===== config.mk =====
export PLATFORM = sky130hd
export DESIGN_NAME = timer0_unit
export DESIGN_NICKNAME = d
export VERILOG_FILES = /design/src/rtl/timer0_unit.sv
export SDC_FILE = /design/constraint.sdc
export NUM_CORES = 1
export LEC_CHECK = 0
export ABC_AREA = 1
export CORE_MARGIN = 10
export CORE_UTILIZATION = 40
export DETAILED_ROUTE_END_ITERATION = 12
export SETUP_SLACK_MARGIN = 0.02
export SLEW_MARGIN = 15
export SYNTH_ARGS = -nofsm -noshare
export SYNTH_HDL_FRONTEND = slang
export SYNTH_SLANG_ARGS = --single-unit

===== constraint.sdc =====
create_clock -name clk -period 2 [get_ports clk]
set_input_delay 0.4 -clock clk [delete_from_list [all_inputs] [get_ports clk]]
set_output_delay 0.4 -clock clk [all_outputs]
set_load 0.05 [all_outputs]

===== src/rtl/timer0_unit.sv =====
// Timer/Counter0: 8-bit counter with a shared prescaler, Normal and CTC modes,
// overflow/compare flags (TIFR) and interrupt masks (TIMSK) that feed the
// interrupt controller. The flags clear on a CPU write-1 or an ISR acknowledge.
module timer0_unit #(
  parameter int DATA_WIDTH    = 8,
  parameter int I_ADDR_WIDTH  = 10,
  parameter int IO_ADDR_WIDTH = 6,
  // Vector codes for the three Timer0 interrupts; must match defines.vh
  parameter logic [I_ADDR_WIDTH-1:0] TIM0_COMPA_ISR = 10'h01C,
  parameter logic [I_ADDR_WIDTH-1:0] TIM0_COMPB_ISR = 10'h01E,
  parameter logic [I_ADDR_WIDTH-1:0] TIM0_OVF_ISR   = 10'h020
) (
  input  logic                     clk,
  input  logic                     reset,
  input  logic [IO_ADDR_WIDTH-1:0] io_addr,
  input  logic [DATA_WIDTH-1:0]    io_wdata,
  input  logic                     io_we,
  output logic [DATA_WIDTH-1:0]    io_rdata,
  input  logic                     irq_ack,
  input  logic [I_ADDR_WIDTH-1:0]  ack_vector,
  output logic [DATA_WIDTH-1:0]    tifr,
  output logic [DATA_WIDTH-1:0]    timsk
);

  localparam logic [IO_ADDR_WIDTH-1:0] ADDR_OCR0B  = IO_ADDR_WIDTH'('h28);
  localparam logic [IO_ADDR_WIDTH-1:0] ADDR_OCR0A  = IO_ADDR_WIDTH'('h29);
  localparam logic [IO_ADDR_WIDTH-1:0] ADDR_TCCR0A = IO_ADDR_WIDTH'('h2A);
  localparam logic [IO_ADDR_WIDTH-1:0] ADDR_TCNT0  = IO_ADDR_WIDTH'('h32);
  localparam logic [IO_ADDR_WIDTH-1:0] ADDR_TCCR0B = IO_ADDR_WIDTH'('h33);
  localparam logic [IO_ADDR_WIDTH-1:0] ADDR_TIFR   = IO_ADDR_WIDTH'('h38);
  localparam logic [IO_ADDR_WIDTH-1:0] ADDR_TIMSK  = IO_ADDR_WIDTH'('h39);

  localparam int BIT_TOV0  = 1;
  localparam int BIT_OCF0B = 3;
  localparam int BIT_OCF0A = 4;

  // Only bits 1, 3 and 4 exist in TIFR/TIMSK
  localparam logic [DATA_WIDTH-1:0] FLAG_MASK = DATA_WIDTH'('h1A);

  localparam logic [2:0] WGM_CTC = 3'b010;

  logic [DATA_WIDTH-1:0] tccr0a;
  logic [DATA_WIDTH-1:0] tccr0b;
  logic [DATA_WIDTH-1:0] tcnt0;
  logic [DATA_WIDTH-1:0] ocr0a;
  logic [DATA_WIDTH-1:0] ocr0b;
  logic [9:0]            presc;

  logic [2:0] wgm;
  logic [2:0] cs;
  logic       ctc_mode;
  logic       run;
  logic       tick;
  logic       evt;

  logic wr_tccr0a, wr_tccr0b, wr_tcnt0, wr_ocr0a, wr_ocr0b, wr_tifr, wr_timsk;

  logic [DATA_WIDTH-1:0] flag_set;
  logic [DATA_WIDTH-1:0] flag_clr;
  logic [DATA_WIDTH-1:0] tifr_next;

  assign wgm      = {tccr0b[3], tccr0a[1:0]};
  assign cs       = tccr0b[2:0];
  assign ctc_mode = (wgm == WGM_CTC);

  assign wr_tccr0a = io_we && (io_addr == ADDR_TCCR0A);
  assign wr_tccr0b = io_we && (io_addr == ADDR_TCCR0B);
  assign wr_tcnt0  = io_we && (io_addr == ADDR_TCNT0);
  assign wr_ocr0a  = io_we && (io_addr == ADDR_OCR0A);
  assign wr_ocr0b  = io_we && (io_addr == ADDR_OCR0B);
  assign wr_tifr   = io_we && (io_addr == ADDR_TIFR);
  assign wr_timsk  = io_we && (io_addr == ADDR_TIMSK);

  // Decode the clock select into a run enable and a one-cycle tick
  always_comb begin
    run  = 1'b0;
    tick = 1'b0;
    case (cs)
      3'd1: begin run = 1'b1; tick = 1'b1;                    end
      3'd2: begin run = 1'b1; tick = (presc[2:0] == 3'h7);    end
      3'd3: begin run = 1'b1; tick = (presc[5:0] == 6'h3F);   end
      3'd4: begin run = 1'b1; tick = (presc[7:0] == 8'hFF);   end
      3'd5: begin run = 1'b1; tick = (presc == 10'h3FF);      end
      default: begin run = 1'b0; tick = 1'b0;                 end
    endcase
  end

  // A CPU write to TCNT0 swallows the tick: no count or flag events that cycle
  assign evt = tick && !wr_tcnt0;

  // Flag set/clear vectors; set wins over either clear source
  always_comb begin
    flag_set = '0;
    flag_clr = '0;
    flag_set[BIT_TOV0]  = evt && (tcnt0 == '1);
    flag_set[BIT_OCF0A] = evt && (tcnt0 == ocr0a);
    flag_set[BIT_OCF0B] = evt && (tcnt0 == ocr0b);
    if (wr_tifr) begin
      flag_clr = io_wdata;
    end
    if (irq_ack) begin
      if (ack_vector == TIM0_OVF_ISR)   flag_clr[BIT_TOV0]  = 1'b1;
      if (ack_vector == TIM0_COMPA_ISR) flag_clr[BIT_OCF0A] = 1'b1;
      if (ack_vector == TIM0_COMPB_ISR) flag_clr[BIT_OCF0B] = 1'b1;
    end
    tifr_next = ((tifr & ~flag_clr) | flag_set) & FLAG_MASK;
  end

  // Prescaler: free-running while enabled, restarted whenever CS0 changes
  always_ff @(posedge clk or posedge reset) begin
    if (reset) begin
      presc <= '0;
    end else if (wr_tccr0b && (io_wdata[2:0] != cs)) begin
      presc <= '0;
    end else if (!run) begin
      presc <= '0;
    end else begin
      presc <= presc + 10'd1;
    end
  end

  // Counter: CPU load has priority over the tick-driven update
  always_ff @(posedge clk or posedge reset) begin
    if (reset) begin
      tcnt0 <= '0;
    end else if (wr_tcnt0) begin
      tcnt0 <= io_wdata;
    end else if (tick) begin
      if (ctc_mode && (tcnt0 == ocr0a)) begin
        tcnt0 <= '0;
      end else begin
        tcnt0 <= tcnt0 + 1'b1;
      end
    end
  end

  // Control, compare and mask registers written from the I/O bus
  always_ff @(posedge clk or posedge reset) begin
    if (reset) begin
      tccr0a <= '0;
      tccr0b <= '0;
      ocr0a  <= '0;
      ocr0b  <= '0;
      timsk  <= '0;
    end else begin
      if (wr_tccr0a) tccr0a <= io_wdata;
      if (wr_tccr0b) tccr0b <= io_wdata;
      if (wr_ocr0a)  ocr0a  <= io_wdata;
      if (wr_ocr0b)  ocr0b  <= io_wdata;
      if (wr_timsk)  timsk  <= io_wdata & FLAG_MASK;
    end
  end

  // Interrupt flag register
  always_ff @(posedge clk or posedge reset) begin
    if (reset) begin
      tifr <= '0;
    end else begin
      tifr <= tifr_next;
    end
  end

  // Combinational read-back of the addressed register
  always_comb begin
    case (io_addr)
      ADDR_TCCR0A: io_rdata = tccr0a;
      ADDR_TCCR0B: io_rdata = tccr0b;
      ADDR_TCNT0:  io_rdata = tcnt0;
      ADDR_OCR0A:  io_rdata = ocr0a;
      ADDR_OCR0B:  io_rdata = ocr0b;
      ADDR_TIMSK:  io_rdata = timsk;
      ADDR_TIFR:   io_rdata = tifr;
      default:     io_rdata = '0;
    endcase
  end

endmodule


==> results.rst <==
.. list-table::
   :header-rows: 1

   * - Metric
     - Value
   * - Areal power density over the cells
     - 769 mW/mm^2
   * - Final hold viol count
     - 0
   * - Unrepaired setup endpoints after global routing
     - false
   * - Post-synth EDFFs
     - 0
   * - Number of global-route vias before repair
     - 3074
   * - Max-slew violation total from the final report
     - 0
   * - Maximum fanout along the worst path
     - 3
   * - Max layer used
     - met4
   * - Critical path capture point type
     - output pin
   * - Fin area
     - 0.00444 mm^2
   * - Number of H-tree branching levels
     - 2
   * - Leak Pwr
     - 2.16 nW
   * - Number of I/O port buffers
     - 41
   * - Critical Setup Path Class
     - flop to output pin
   * - Slowest stage delay, CP
     - 0.82 ns
   * - Commonest cells after routing, fill and taps aside
     - 136 x nand2_1, 56 x dfrtp_1, 54 x inv_1, 37 x nand3_1, 32 x nor2_1
   * - CTS tree
     - built
   * - Final Skew
     - 0.00725 ns
   * - Initial DRT Pass Iterations
     - 5
   * - Synthesized area per cell
     - 7.29 um^2
   * - Main flop type after synthesis
     - dfrtp_1
   * - Core footprint
     - 0.00834 mm^2
   * - Cells along the critical path
     - clkdlybuf4s50_1
   * - Sum of buffers and inverters on the critical path
     - 1
   * - Critical Path Source Type
     - flop
   * - Antenna-violating nets left
     - 0
   * - Cell count after synthesis
     - 478
   * - Min cycle time layout
     - 1.92 ns
   * - Maximum number of pins on one net before global-route repair
     - 31
   * - FP Rows
     - 33
   * - Total met3 wirelength after detailed routing
     - 546 um
   * - Number of I/O pins
     - 52
   * - Final critical-path share of the clock period
     - 0.962
   * - Run status
     - complete, no violations
   * - Share of post-route cells with drive strength above 1
     - 0.196
   * - Setup slack of the worst register-to-register path
     - 0.27 ns
   * - Total clock sinks
     - 56
   * - Initial cell density of the core
     - 0.418
   * - Routed vias
     - 3177
   * - Diodes inserted
     - 0
   * - Number of cells traversed by the worst register-to-register path
     - 10
   * - Fmax achieved
     - 520 MHz
   * - Data required, critical path
     - 1.60 ns
   * - Remaining routing DRC violations
     - 0
   * - Number of antenna violations at the first check in global routing
     - 0
   * - Post-route worst setup slack
     - 0.0762 ns
   * - Detailed-placement wirelength estimate
     - 7160 um
   * - Transition at the pin with the smallest max-transition slack
     - 0.506 ns
   * - Critical-path cell with the highest stage delay
     - clkdlybuf4s50_1
   * - Worst voltage drop across the vdd grid
     - 0.371 mV
   * - Type of the most critical hold path
     - input port to asynchronous set/reset pin
   * - WP data arrival
     - 1.52 ns
   * - Warnings, synthesis
     - 0
   * - Number of storage elements in the synthesis netlist
     - 56
   * - Most frequent standard cell in the layout excluding fill and tap cells
     - nand2_1
   * - Clk pin slew, worst setup/hold paths
     - 0.11 ns
   * - Iteration-0 DRC count of the detailed router
     - 155
   * - Routed met2 length
     - 4680 um
   * - Clock latency on the worst-skew pair
     - 0.31 ns
   * - Start of the worst register-to-register path
     - presc[0]
   * - Floorplan die height
     - 113 um
   * - Vias per inst
     - 4.92
   * - Final estimated routing congestion in global placement
     - 0.843
   * - Routed metal-1 wirelength
     - 4250 um
   * - Number of buffers inserted during clock tree synthesis
     - 5
   * - Die outline area
     - 0.0128 mm^2
   * - Reg2reg end
     - tifr[4]
   * - Worst slack at placement
     - -0.367 ns
   * - Final setup fails
     - 0
   * - Overall Global Routing Usage
     - 0.148
   * - Cell family contributing the most delay on the critical path
     - buffers and inverters
   * - Area after DPL
     - 0.00415 mm^2
   * - Clk root buf
     - clkbuf_8
   * - Average wire per standard cell
     - 14.8 um
   * - Number of nets in the finished design
     - 571
   * - Share of flip-flops with an asynchronous set or reset
     - 1.00
   * - Maximum buffer depth of the clock tree
     - 2
   * - Number of maximum-capacitance constraint violations
     - 0
   * - Wire length of the first global-routing pass
     - 15700 um
   * - Part of the Yosys area used for sequential elements
     - 0.402
   * - Final routed wirelength across all metal layers
     - 9540 um
   * - Chip width
     - 113 um
   * - Slew HR
     - 0.662
   * - Post-synthesis cell type count
     - 28
   * - Remaining Overflow, GRT
     - 0
   * - Synthesized area
     - 0.00349 mm^2
   * - Area growth from synthesis to final layout
     - 27.4%
-- repair_timing --
| item | 4_1_cts | 5_1_grt |
|---|---|---|
| setup endpoints to repair | 9 | 8 |
| buffers inserted | 3 | 2 |
| pin swaps | 14 | 11 |
| hold buffers | 0 | 0 |
| cloned | 2 | 0 |
| hold endpoints to repair | 0 | 0 |
| resized for setup | 51 | 19 |
-- kinds of logic after synthesis --
| family | Yosys count | share of synthesized area |
|---|---|---|
| AND/OR/NAND/NOR | 256 | 0.333 |
| buffers and inverters | 88 | 0.114 |
| flip-flops | 56 | 0.402 |
| AO/OA/AOI/OAI | 51 | 0.0808 |
| XOR/XNOR | 23 | 0.0578 |
| adder cells (fa/ha/maj) | 3 | 0.0108 |
| other | 1 | 0.00108 |
-- power breakdown --
| group | leakage, nW | internal (mW) | switching [mW] |
|---|---|---|---|
| Clock | 0.0452 | 0.256 | 0.399 |
| Combinational | 1.44 | 0.453 | 0.694 |
| Sequential | 0.679 | 1.35 | 0.268 |
| Total | 2.16 | 2.05 | 1.36 |
-- synthesized netlist by cell type (8+ instances only) --
cell / count / area (um^2)
xnor2_1: 16 / 140
nor2_2: 15 / 93.8
o22ai_1: 8 / 50.1
nand3_1: 38 / 190
inv_1: 59 / 221
dfrtp_1: 56 / 1400
o21ai_1: 29 / 145
nand2_1: 142 / 533
o21ai_0: 11 / 55.1
buf_4: 14 / 105
nor2_1: 34 / 128
-- stage by stage --
stage          instances  hold slack (ns)  TNS, ns   util  power [mW]
2_1_floorplan        487            0.443        0      -        2.41
3_3_place_gp         631            0.460    -3.80  0.498        2.71
3_5_place_dp         631            0.460    -4.64  0.498        2.73
4_1_cts              644            0.375        0  0.524        3.43
5_1_grt              646            0.388        0  0.533        3.66
6_report             646            0.371        0  0.533        3.41
-- registers in the layout, summed over array words and instances (netlist names) --
| name | flops |
|---|---|
| ocr0a | 8 |
| tccr0a | 8 |
| timsk | 3 |
| presc | 10 |
| tcnt0 | 8 |
| tifr | 3 |
| tccr0b | 8 |
| ocr0b | 8 |
-- layer usage --
metal	up-vias	GRT usage
li1	1605	-
met1	1485	0.190
met2	83	0.248
met3	4	0.0291
met4	0	0.0372
met5	-	0
-- worst register-to-register path: cells and delay by family (launching register included) --
family,cells,cell delay (ns)
adders and majority gates,2,0.41
DFF,1,0.42
and+or+nand+nor,8,0.80
-- cell type report --
class                   instances  area (um^2)
inverters                      66          268
clock inverters                 3         25.0
repair buffers                 66          692
clock buffers                   5         68.8
fillers                       797         3900
flip-flops and latches         56         1400
well taps                     105          131
multi-input cells             345         1860
-- worst max-delay path by stage --
| stage | startpoint | endpoint | slack [ns] | cells past startpoint |
|---|---|---|---|---|
| after floorplan | io_addr[2] | io_rdata[2] | 0.09 | 7 |
| after global placement | io_addr[0] | io_rdata[3] | -0.33 | 10 |
| after detailed placement | io_addr[0] | io_rdata[4] | -0.37 | 10 |
| after CTS | io_addr[0] | io_rdata[0] | 0.03 | 9 |
| after global routing | io_addr[0] | io_rdata[4] | 0.02 | 10 |
| final | tifr[4] | tifr[4] | 0.08 | 1 |
No activity file was read; power rests on OpenSTA's default activity.
